`config.mk`:
```
export PLATFORM = sky130hd
export DESIGN_NAME = fifo_wr_arbiter_flat
export DESIGN_NICKNAME = d
export VERILOG_FILES = /design/src/rtl/fifo_wr_arbiter_if.sv /design/src/rtl/fifo_wr_arbiter.sv /design/src/flat_wrapper.sv
export SDC_FILE = /design/constraint.sdc
export NUM_CORES = 1
export LEC_CHECK = 0
export ABC_AREA = 1
export CAP_MARGIN = 20
export CELL_PAD_IN_SITES_DETAIL_PLACEMENT = 1
export CELL_PAD_IN_SITES_GLOBAL_PLACEMENT = 2
export CORE_UTILIZATION = 15
export DETAILED_ROUTE_END_ITERATION = 6
export HOLD_SLACK_MARGIN = 0.12
export PLACE_DENSITY_LB_ADDON = 0.1
export SLEW_MARGIN = 0
export SYNTH_ARGS = -nofsm -noshare
export SYNTH_HDL_FRONTEND = slang
export SYNTH_SLANG_ARGS = --single-unit
export TNS_END_PERCENT = 30
```
`constraint.sdc`:
```
create_clock -name i_wclk -period 2.3 [get_ports i_wclk]
set_input_delay 0.69 -clock i_wclk [delete_from_list [all_inputs] [get_ports i_wclk]]
set_output_delay 0.69 -clock i_wclk [all_outputs]
set_load 0.02 [all_outputs]
```
`src/rtl/fifo_wr_arbiter_if.sv`:
```
// Requester/FIFO-side bundle for the write-port arbiter.
// The slave modport is the arbiter's view. The master modport is the view of
// the requesters plus the FIFO write port that drive and observe it.
interface fifo_wr_arbiter_if #(
    parameter int NREQ  = 4,
    parameter int WIDTH = 16
);
    localparam int IDW = (NREQ <= 2) ? 1 : $clog2(NREQ);

    logic [NREQ-1:0]       i_req_valid;
    logic [NREQ-1:0]       i_req_last;
    logic [NREQ*WIDTH-1:0] i_req_data;
    logic [NREQ-1:0]       o_req_ready;
    logic                  i_full;
    logic                  o_push;
    logic [WIDTH+IDW-1:0]  o_wdata;
    logic [IDW-1:0]        o_grant_id;
    logic                  o_busy;

    modport slave (
        input  i_req_valid, i_req_last, i_req_data, i_full,
        output o_req_ready, o_push, o_wdata, o_grant_id, o_busy
    );

    modport master (
        output i_req_valid, i_req_last, i_req_data, i_full,
        input  o_req_ready, o_push, o_wdata, o_grant_id, o_busy
    );
endinterface

```
`src/rtl/fifo_wr_arbiter.sv`:
```
// Round-robin arbiter sharing one FIFO write port between NREQ requesters.
// A grant is held for a whole packet, or until MAX_BURST beats have been pushed.
// Each grant is followed by one IDLE cycle, and arbitration happens in that cycle.
module fifo_wr_arbiter #(
    parameter int NREQ      = 4,
    parameter int WIDTH     = 16,
    parameter int MAX_BURST = 4
) (
    input  logic              i_wclk,
    input  logic              i_wrst_n,
    fifo_wr_arbiter_if.slave  bus
);
    localparam int IDW  = (NREQ <= 2) ? 1 : $clog2(NREQ);
    localparam int CNTW = $clog2(MAX_BURST + 1);

    localparam logic [0:0] ST_IDLE  = 1'b0;
    localparam logic [0:0] ST_GRANT = 1'b1;

    logic [0:0]      state_q,    state_d;
    logic [IDW-1:0]  grant_id_q, grant_id_d;
    logic [IDW-1:0]  last_id_q,  last_id_d;
    logic [CNTW-1:0] cnt_q,      cnt_d;

    logic            found;
    logic [IDW-1:0]  winner;
    logic            sel_valid;
    logic            sel_last;
    logic [WIDTH-1:0] sel_data;
    logic            granted;
    logic            push;
    logic            release_grant;
    logic [NREQ-1:0] ready_vec;

    assign granted = (state_q == ST_GRANT);

    // Round-robin search: first look above last_id, then wrap to the low indices.
    always_comb begin
        found  = 1'b0;
        winner = '0;
        for (int k = 0; k < NREQ; k++) begin
            if (!found && bus.i_req_valid[k] && (IDW'(k) > last_id_q)) begin
                found  = 1'b1;
                winner = IDW'(k);
            end
        end
        for (int k = 0; k < NREQ; k++) begin
            if (!found && bus.i_req_valid[k]) begin
                found  = 1'b1;
                winner = IDW'(k);
            end
        end
    end

    // Mux the granted requester's valid/last/payload onto the write path.
    always_comb begin
        sel_valid = 1'b0;
        sel_last  = 1'b0;
        sel_data  = '0;
        for (int k = 0; k < NREQ; k++) begin
            if (grant_id_q == IDW'(k)) begin
                sel_valid = bus.i_req_valid[k];
                sel_last  = bus.i_req_last[k];
                sel_data  = bus.i_req_data[k*WIDTH +: WIDTH];
            end
        end
    end

    // Only the owner sees ready, and only while the FIFO has room.
    generate
        for (genvar gi = 0; gi < NREQ; gi++) begin : g_ready
            assign ready_vec[gi] = granted && (grant_id_q == IDW'(gi)) && !bus.i_full;
        end
    endgenerate

    assign push          = granted && sel_valid && !bus.i_full;
    assign release_grant = push && (sel_last || ((cnt_q + CNTW'(1)) == CNTW'(MAX_BURST)));

    assign bus.o_req_ready = ready_vec;
    assign bus.o_push      = push;
    assign bus.o_busy      = granted;
    assign bus.o_grant_id  = granted ? grant_id_q : '0;
    assign bus.o_wdata     = granted ? {grant_id_q, sel_data} : '0;

    // Next-state logic: grant in IDLE, count beats and release in GRANT.
    always_comb begin
        state_d    = state_q;
        grant_id_d = grant_id_q;
        last_id_d  = last_id_q;
        cnt_d      = cnt_q;
        if (state_q == ST_IDLE) begin
            if (found) begin
                state_d    = ST_GRANT;
                grant_id_d = winner;
                last_id_d  = winner;
                cnt_d      = '0;
            end
        end else begin
            if (push) begin
                cnt_d = cnt_q + CNTW'(1);
            end
            if (release_grant) begin
                state_d = ST_IDLE;
            end
        end
    end

    // State registers. Reset drops any grant at once, and requester 0 gets first priority.
    always_ff @(posedge i_wclk or negedge i_wrst_n) begin
        if (!i_wrst_n) begin
            state_q    <= ST_IDLE;
            grant_id_q <= '0;
            last_id_q  <= IDW'(NREQ - 1);
            cnt_q      <= '0;
        end else begin
            state_q    <= state_d;
            grant_id_q <= grant_id_d;
            last_id_q  <= last_id_d;
            cnt_q      <= cnt_d;
        end
    end
endmodule
```
`src/flat_wrapper.sv`:
```
// flat-port wrapper written by rule: the top's interface ports become plain ports
module fifo_wr_arbiter_flat 
#(
    parameter int NREQ      = 4,
    parameter int WIDTH     = 16,
    parameter int MAX_BURST = 4
)
  (i_wclk, i_wrst_n, bus_i_req_valid, bus_i_req_last, bus_i_req_data, bus_i_full, bus_o_req_ready, bus_o_push, bus_o_wdata, bus_o_grant_id, bus_o_busy);
  fifo_wr_arbiter_if #(.NREQ(NREQ), .WIDTH(WIDTH)) bus_i ();
  input  logic i_wclk;
  input  logic i_wrst_n;
  input wire logic [$bits(bus_i.i_req_valid)-1:0] bus_i_req_valid;
  input wire logic [$bits(bus_i.i_req_last)-1:0] bus_i_req_last;
  input wire logic [$bits(bus_i.i_req_data)-1:0] bus_i_req_data;
  input wire logic [$bits(bus_i.i_full)-1:0] bus_i_full;
  output wire logic [$bits(bus_i.o_req_ready)-1:0] bus_o_req_ready;
  output wire logic [$bits(bus_i.o_push)-1:0] bus_o_push;
  output wire logic [$bits(bus_i.o_wdata)-1:0] bus_o_wdata;
  output wire logic [$bits(bus_i.o_grant_id)-1:0] bus_o_grant_id;
  output wire logic [$bits(bus_i.o_busy)-1:0] bus_o_busy;
  assign bus_i.i_req_valid = bus_i_req_valid;
  assign bus_i.i_req_last = bus_i_req_last;
  assign bus_i.i_req_data = bus_i_req_data;
  assign bus_i.i_full = bus_i_full;
  assign bus_o_req_ready = bus_i.o_req_ready;
  assign bus_o_push = bus_i.o_push;
  assign bus_o_wdata = bus_i.o_wdata;
  assign bus_o_grant_id = bus_i.o_grant_id;
  assign bus_o_busy = bus_i.o_busy;
  fifo_wr_arbiter #(.NREQ(NREQ), .WIDTH(WIDTH), .MAX_BURST(MAX_BURST)) u_core (.i_wclk(i_wclk), .i_wrst_n(i_wrst_n), .bus(bus_i));
endmodule
```
==> impl_results.md <==
* Post-detail-place hpwl at approximately 4600 microns
* Root buffer cell: clkbuf_8
* # DRC at 0
* Via count at approximately 1.7k
* Vias per cell at slightly above 4
* Worst hold start: u_core.last_id_q[1]
* Die Wd at slightly above 90 microns
* Die Footprint at around 8000 sq um
* Power Dens Cells at 1190 nW/um^2
* Yosys top cell area share at between 10% and 20%
* Post-layout minimum cycle time at about 2.3 ns
* Routed Antenna Nets at 0
* XOR/XNOR Fraction of Synth Area at 0%
* Crit start category: primary input
* GRT Overall Usage at 13.3%
* # rows at 31
* Critical Path AT at between 1.5 and 2 ns
* Total core area at 7410 sq um
* Fin crit share at between 90% and 100%
* CP Cell Sequence: clkdlybuf4s50_1, o21ai_2, nand3_1, o211ai_1, inv_1, buf_2
* Layout area overhead at 116%
* RSZ-0062 raised after global routing: true
* Clk_lat worst skew at roughly 0.24 ns
* Finished Cell Area at around 2500 sq um
* Commonest cells after routing, fill and taps aside: nand2_1, clkdlybuf4s50_1, buf_4
* Clk pin slew, worst setup/hold paths at roughly 0.040 ns
* Slew HR at 76.1%
* FMAX at ~440 MHz
* Largest net degree at the start of global routing at 13
* Final Wtd Congestion at around 0.70
* Routed WL at roughly 5500 microns
* Cell family with most CP delay: buffers and inverters
* H-tree levels at 1
* Least-Margin Pin Slew at about 0.36 ns
* Worst Path Required at 1.61 ns
* DR pass1 iterations at 4
* Synth area leader: nand2_1
* Final nets at between 400 and 500
* Unique masters post-synth at 24
* RR Startpoint: u_core.grant_id_q[0]
* Number of DRC markers in iteration 0 at 27
* Cts hold-fix bufs at 0
* Dpl ws at -0.601 ns
* Peak supply drop at 0.000496 V
* Initial antenna violation count at 0
* WL per Instance at ~13 microns
* Most common library cell in the layout ignoring fill and taps: nand2_1
* Die Y at roughly 91 microns
* Initial Util at 15.9%
* Synth warnings at 0
* Fin util at around a third
* Synthesized area at between 1000 and 1500 sq um
* Reg2reg setup slack at ~0.8 ns
* Post-Syn Area per Cell at 5.93 sq um
* Main area contributors after synthesis: nand2_1, dfrtp_1, o211ai_1, inv_1, o21ai_0
* Final hold vios at 0
* Lkg Pwr at 1.41 nW
* Hold Path Class: flop to flop
* Buf/Inv on CP at 3
* Largest family of logic cells by synthesized area: simple AND/OR/NAND/NOR gates
* Crit. Startpoint: bus_i_req_data[42]
* MaxCap Viol Count at 0
* Post-synthesis sequential area ratio at approximately 17%
* I/O pin cnt at a little over 100
* CTS Buf Count at 3
* Placed Area at approximately 2500 sq um
* Worst path slowest cell: clkdlybuf4s50_1
* Synth Area in Compound Gates at roughly a fifth
* Grt total ovfl at 0
* Final WS setup at 0.00867 ns
* CP Class: primary input to output pin
* CTS tree: yes
* Setup violators final at 0
* Critical-path maximum fanout at 1
* Multiplexer share of the synthesized area at 0%
* Layout Skew at about 0.011 ns
* Status: finished, final reports clean
* Syn Nets at about 280
* Max incr delay on CP at between 0.4 and 0.5 ns
* Share of post-route cells with drive strength above 1 at a little under a quarter
* Adder-Cell Fraction of Synth Area at between 2 and 2.5%
* Vias in the first global route at ~1.8k
* Port bufs at 100
* Clock sink total at 8
* Simple-gate share of the synthesized area at between 40% and 50%
* Diode count at 0
* Global-route wire length before repair at 8830 microns
* Seq cells post-synth at 8
* Max-slew violation count at 0
* Kind of end point of the critical path: output pin
* Synth Instances at slightly below 200
* Max Root-Sink Buffers at 2
[timing repair]
item / in CTS / in global routing
resized for setup: 118 / 33
gates cloned: 0 / 0
setup endpoints to repair: 23 / 20
buffers inserted: 0 / 1
pin swaps: 16 / 24
[per-layer routing]
layer	routed length [microns]	global-route usage, %	up-vias
met3	185	1.26	4
li1	-	-	894
met5	0	0	-
met1	2380	16.5	775
met4	21	2.42	0
met2	2870	24.9	39
[kinds of logic after synthesis]
| family | Yosys count |
|---|---|
| and+or+nand+nor | 109 |
| AOI/OAI and AO/OA | 40 |
| buffers and inverters | 40 |
| DFF | 8 |
| adders and majority gates | 2 |
[final timing paths]
path | end | cells past startpoint
worst max register to register | u_core.cnt_q[0] | 9
worst min-delay path | u_core.last_id_q[1] | 2
min in group asynchronous | u_core.cnt_q[2] | 1
max in group asynchronous | u_core.last_id_q[1] | 1
worst min register to register | u_core.last_id_q[1] | 2
worst max-delay path | bus_o_wdata[10] | 6
[worst min-delay path, delay by kind of cell (launching register included)]
| family | cells | cell delay, ns |
|---|---|---|
| flops | 1 | 0.38 |
| simple gates | 2 | 0.11 |
[sequential cells by signal (all words and copies together) (netlist names)]
register,flops
u_core.bus.o_busy,1
u_core.grant_id_q,2
u_core.last_id_q,2
u_core.cnt_q,3
[cell usage after synthesis]
library cell / number
a21oi_1: 8
buf_2: 4
buf_4: 2
buf_6: 3
clkbuf_8: 1
dfrtp_1: 6
dfstp_2: 2
ha_1: 2
inv_1: 25
inv_2: 4
inv_4: 1
nand2_1: 61
nand2_2: 1
nand2_4: 2
nand3_1: 15
nand4_1: 2
nor2_1: 19
nor2_4: 3
nor2_8: 2
nor3_1: 3
o211ai_1: 15
o21a_1: 1
o21ai_0: 16
or2_4: 1
[area by class of cell]
cell class              count  area (sq um)
well taps                  99           124
flip-flops and latches      8           203
fillers                   940          4860
repair buffers            132          1260
clock buffers               4          45.0
inverters                  30           115
multi-input cells         151           798
[power breakdown]
part | internal (W) | total, W | leakage [nW] | switching, W
logic | 0.00118 | 0.00256 | 1.29 | 0.00138
registers | 0.000217 | 0.000276 | 0.0954 | 0.0000589
clock network | 0.000121 | 0.000182 | 0.0228 | 0.0000617
total | 0.00152 | 0.00302 | 1.41 | 0.00150
[per-stage QoR]
stage               hold slack, ns  total power [W]  TNS (ns)  instances
floorplan                    0.394          0.00169         0        199
global route                 0.528          0.00333    -0.366        424
global placement             0.489          0.00295    -10.24        419
finish                       0.501          0.00302         0        424
detailed placement           0.497          0.00296    -10.30        419
CTS                          0.505          0.00300    -0.210        423
No activity file was read; power rests on OpenSTA's default activity.
==> edit 1: new RTL, same flow settings <==
Make the reset (`i_wrst_n`) synchronous in one clocked block.
--- a/src/rtl/fifo_wr_arbiter.sv
+++ b/src/rtl/fifo_wr_arbiter.sv
@@ -105,7 +105,7 @@
     end
 
     // State registers. Reset drops any grant at once, and requester 0 gets first priority.
-    always_ff @(posedge i_wclk or negedge i_wrst_n) begin
+    always_ff @(posedge i_wclk) begin
         if (!i_wrst_n) begin
             state_q    <= ST_IDLE;
             grant_id_q <= '0;
Function: differs if i_wrst_n is asserted again (counterexample within 4 cycles, from zero or initial values and one cycle with i_wrst_n low); with i_wrst_n held inactive, the same outputs for 10 cycles.
==> edit 1 against the unedited design <==
- the flow now finishes with violations (setup timing)
- die area down 11%
- critical path depth unchanged
- area after synthesis is 12% lower
- core utilization increased by 0.91 points
- highest routed layer unchanged
- design area fell by 6.4%
- setup slack worse by 0.015 ns
- synthesized cell count is 2.5% lower
- fmax is 0.66% lower
- sequential cell count stayed put
- routed wire length is 0.48% higher
Power is left out: it rests on default switching activity, and per cell area and clock period it moved more than threefold.
==> edit 1: results (changes against the unedited design) <==
stage	metric	value	unit	change
min_path	Hold Path End	u_core.last_id_q[0]		was u_core.last_id_q[1]
global_route	met1 Use GR	20.50	%	was 16.47%
global_route	met3 GRT Util	2.043	%	was 1.263%
logic_synthesis	Main synth FF type	dfxtp_1		was dfrtp_1
routing	WL met3	255	µm	was 185 µm
routing	Post-Route M1 WL	2723	µm	was 2375 µm
worst_setup_path	crit path from	bus_i_req_data[33]		was bus_i_req_data[42]
placement	Post-DP HPWL	4330	µm	was 4602 µm
placement	routability cong.	0.7905		was 0.6998
global_route	GR Util All Layers	14.64	%	was 13.33%
routing	drt total wl	5482	µm	was 5456 µm
sta	setup ws final	-0.006436	ns	was 0.008672 ns
sta	setup violators final	1		was 0
worst_setup_path	Reg2Reg Depth	8		was 9
placement	placed cell count	394		was 419
cells_and_area	fraction of layout cells with a size suffix above 1	23.58	%	was 23.38%
logic_synthesis	post-synthesis compound-gate area fraction	28.33	%	was 20.36%
worst_setup_path	RR Endpoint	u_core.cnt_q[0]		unchanged
cells_and_area	Layout Nets	397		was 403
worst_setup_path	Critical R2R Launch	u_core.grant_id_q[0]		unchanged
sta	Hold WS	0.4676	ns	was 0.5008 ns
logic_synthesis	ranking of synthesized cells by area	dfxtp_1, nand2_1, nand3_1		was nand2_1, dfrtp_1, o211ai_1
logic_synthesis	Synth Net Count	271		was 276
worst_setup_path	R2R Setup Slk	0.75	ns	was 0.82 ns
sta	setup_tns	-0.006436	ns	was 0 ns
global_route	largest net degree at the start of global routing	15		was 13
global_route	met2 usage	24.34	%	was 24.87%
clocking	post-CTS sizing	137		was 118
outcome	failing checks	setup timing		
routing	wire per inst	13.77	µm	was 12.87 µm
logic_synthesis	FFs w/ async S/R, synth	0	%	was 100.0%
placement	DP Worst Slack	-0.6214	ns	was -0.6007 ns
routing	WL met2	2483	µm	was 2874 µm
routing	via count	1716		was 1712
sta	Clock Skews	0.002343	ns	was 0.01053 ns
global_route	first-pass GRT wire length	8562	µm	was 8825 µm
logic_synthesis	Avg Synthesized Cell Area	5.372	µm²	was 5.929 µm²
clocking	setup repair bufs after CTS	1		was 0
min_path	Hold Path Depth	2		unchanged
outcome	status	complete, but fails checks		was finished clean
worst_setup_path	CP endpoint	bus_o_wdata[1]		was bus_o_wdata[10]
worst_setup_path	CP arrival	1.62	ns	was 1.60 ns
routing	drt initial violations	48		was 27
logic_synthesis	adder-cell area share of the yosys netlist	2.401	%	was 2.121%
cells_and_area	Reg area	162.7	µm²	was 202.7 µm²
cells_and_area	filler cell count	864		was 940
-- edit 1: cell types whose count changed in the layout (fill, tap and decap cells not counted), sizes merged, moves of 4 or more --
| cell | unedited run | this run |
|---|---|---|
| clkdlybuf4s50 | 48 | 52 |
| dfrtp | 6 | 0 |
| dfxtp | 0 | 8 |
| dlygate4sd2 | 11 | 15 |
| dlymetal6s2s | 20 | 12 |
| inv | 30 | 22 |
| nand2 | 64 | 43 |
| nand3 | 15 | 26 |
| o211ai | 15 | 9 |
| o21ai | 16 | 25 |
-- edit 1: worst max-delay path, cell delays in order --
cell and delay (ns):
clkdlybuf4s50_1 0.39, o21ai_0 0.14, nand3_1 0.10, o211ai_1 0.09
inv_1 0.05, buf_2 0.15
-- edit 1: layout make-up --
cell class	count	area share, %
inverters	23	3.776
clock buffers	3	1.730
flip-flops and latches	8	6.817
multi-input cells	153	32.88
repair buffers	131	50.60
well taps	80	4.195
==> edit 2: new RTL, same flow settings <==
Without the edit above. `NREQ` is set to 4 in 3 places; all go to 8.
--- a/src/rtl/fifo_wr_arbiter_if.sv
+++ b/src/rtl/fifo_wr_arbiter_if.sv
@@ -2,7 +2,7 @@
 // The slave modport is the arbiter's view. The master modport is the view of
 // the requesters plus the FIFO write port that drive and observe it.
 interface fifo_wr_arbiter_if #(
-    parameter int NREQ  = 4,
+    parameter int NREQ  = 8,
     parameter int WIDTH = 16
 );
     localparam int IDW = (NREQ <= 2) ? 1 : $clog2(NREQ);
--- a/src/rtl/fifo_wr_arbiter.sv
+++ b/src/rtl/fifo_wr_arbiter.sv
@@ -2,7 +2,7 @@
 // A grant is held for a whole packet, or until MAX_BURST beats have been pushed.
 // Each grant is followed by one IDLE cycle, and arbitration happens in that cycle.
 module fifo_wr_arbiter #(
-    parameter int NREQ      = 4,
+    parameter int NREQ      = 8,
     parameter int WIDTH     = 16,
     parameter int MAX_BURST = 4
 ) (
--- a/src/flat_wrapper.sv
+++ b/src/flat_wrapper.sv
@@ -1,7 +1,7 @@
 // flat-port wrapper written by rule: the top's interface ports become plain ports
 module fifo_wr_arbiter_flat 
 #(
-    parameter int NREQ      = 4,
+    parameter int NREQ      = 8,
     parameter int WIDTH     = 16,
     parameter int MAX_BURST = 4
 )
Interface: changed (6 resized); port bits go from 101 to 179. No check against the original RTL was run, so the function may have changed too.
==> edit 2 against the unedited design <==
- the run now ends with setup timing left
- global-route usage increased by 4.6 points
- setup slack got worse by 0.31 ns
- first-iteration DRC count increased to 5.2 times the old value
- sequential cell count is 2 higher
- area after synthesis grew 65%
- design area grew 88%
- total power up 82%
- clock power increased by 87%
- critical path depth up 5
- routed wire length increased by 130%
- register-to-register slack worse by 0.49 ns
- non-clock buffer count rose by 112
- critical path type is now reg -> out
- highest routed layer unchanged
==> edit 2: results (changes against the unedited design) <==
stage	metric	value	unit	change
cells_and_area	Layout Nets	745		was 403
global_route	number of global-route vias before repair	3343		was 1769
routing	drt initial violations	140		was 27
outcome	failing checks	setup timing		
logic_synthesis	Post-Syn Area	1944	µm²	was 1180 µm²
worst_setup_path	RR Endpoint	u_core.last_id_q[1]		was u_core.cnt_q[0]
worst_setup_path	Reg2Reg Depth	12		was 9
cells_and_area	fraction of layout cells with a size suffix above 1	28.91	%	was 23.38%
cells_and_area	n_diodes	0		unchanged
worst_setup_path	R2R Setup Slk	0.33	ns	was 0.82 ns
sta	setup violators final	19		was 0
logic_synthesis	Synth Net Count	521		was 276
placement	Post-DP HPWL	10280	µm	was 4602 µm
global_route	GRT busiest layer	met2		unchanged
sta	setup_tns	-4.638	ns	was 0 ns
placement	DP Worst Slack	-0.9099	ns	was -0.6007 ns
global_route	GR Util All Layers	17.96	%	was 13.33%
clocking	Clock Path Buffers	2		unchanged
power_and_ir_drop	maximum VDD drop	0.4463	mV	was 0.4965 mV
logic_synthesis	synth cell count leaders	nand2_1, nand3_1, o21ai_0, a21oi_1, nor2_1		was nand2_1, inv_1, nor2_1, o21ai_0
clocking	root buf cell	clkbuf_16		was clkbuf_8
global_route	met3 GRT Util	3.138	%	was 1.263%
cells_and_area	Largest regs	u_core.cnt_q (3), u_core.grant_id_q (3), u_core.last_id_q (3)		was u_core.cnt_q (3), u_core.grant_id_q (2), u_core.last_id_q (2)
worst_setup_path	worst-path fanout max	9		was 1
global_route	initial antenna violation count	0		unchanged
min_path	HP Start	u_core.last_id_q[1]		unchanged
cells_and_area	Post-Layout Cell Count	767		was 424
global_route	met2 usage	31.55	%	was 24.87%
worst_setup_path	CP endpoint	bus_o_wdata[8]		was bus_o_wdata[10]
placement	Area after DPL	4382	µm²	was 2492 µm²
logic_synthesis	number of distinct library cells after synthesis	30		was 24
worst_setup_path	Critical R2R Launch	u_core.last_id_q[0]		was u_core.grant_id_q[0]
worst_setup_path	crit path from	u_core.grant_id_q[0]		was bus_i_req_data[42]
outcome	status	complete, but fails checks		was finished clean
sta	setup ws final	-0.2984	ns	was 0.008672 ns
sta	Hold WS	0.4921	ns	was 0.5008 ns
clocking	CTS clk-pin slew, worst paths	0.04	ns	about the same
clocking	Clk Latency, worst-skew pair	0.23	ns	
power_and_ir_drop	P_leak	2.275	nW	was 1.411 nW
logic_synthesis	post-synthesis cell count	372		was 199
global_route	met1 Use GR	23.80	%	was 16.47%
placement	I/O Buffers	178		was 100
sta	Slew headroom	69.74	%	was 76.07%
placement	routability cong.	0.7677		was 0.6998
logic_synthesis	sequential fraction of the synthesis area	13.06	%	was 17.18%
global_route	first-pass GRT wire length	18490	µm	was 8825 µm
sta	Clock Skews	0.001470	ns	was 0.01053 ns
routing	wire per inst	16.54	µm	was 12.87 µm
worst_setup_path	CP arrival	1.91	ns	was 1.60 ns
logic_synthesis	Main synth FF type	dfrtp_1		unchanged
routing	mean number of vias per cell	4.334		was 4.038
global_route	largest net degree at the start of global routing	22		was 13
logic_synthesis	ranking of synthesized cells by area	nand2_1, nand3_1, o21ai_0		was nand2_1, dfrtp_1, o211ai_1
==> edit 2: cell count changes after synthesis, sizes merged, moves of 4 or more <==
cell / unedited run / this run
a21oi: 8 / 31
a31oi: 0 / 9
buf: 9 / 13
clkbuf: 1 / 12
nand2: 64 / 110
nand3: 15 / 58
nand4: 2 / 8
nor2: 24 / 32
o211ai: 15 / 1
o21ai: 16 / 46
==> edit 2: cell type report <==
class,count,area (µm²)
multi-input cells,307,1695
flip-flops and latches,10,255.2
inverters,30,115.1
fillers,1626,7835
clock buffers,4,88.84
well taps,172,215.2
repair buffers,244,2415
==> edit 2: where the power goes <==
part	internal, mW	total, mW	switching [mW]
Clock	0.261	0.340	0.0788
Combinational	2.23	4.81	2.58
Sequential	0.276	0.356	0.0802
==> edit 2: critical path, stage by stage, from the launching register on <==
cell      delay, ns
dfrtp_2        0.40
buf_4          0.14
nor2_4         0.04
buf_12         0.13
buf_4          0.14
nand3_1        0.06
nand2_1        0.06
a221oi_2       0.21
nand2_1        0.13
o21ai_2        0.09
a21oi_1        0.09
buf_4          0.16
==> edit 2: metal layers <==
layer / vias up / share of wire (%)
met1: 1521 / 44
met2: 97 / 50
met5: - / 0
met3: 4 / 6.4
met4: 0 / 0.35
li1: 1702 / -
==> edit 2: cells by family after synthesis <==
kind of cell             share of synthesized area, %
buffers and inverters                           12.42
adder cells (fa/ha/maj)                         1.287
AND/OR/NAND/NOR                                 48.52
AO/OA/AOI/OAI                                   24.71
flip-flops                                      13.06
==> edit 2: what timing repair did <==
action	CTS	global route
setup endpoints to repair	41	39
gates resized for setup	181	67
gates cloned	1	0
setup buffers	3	7
pin swaps	32	38
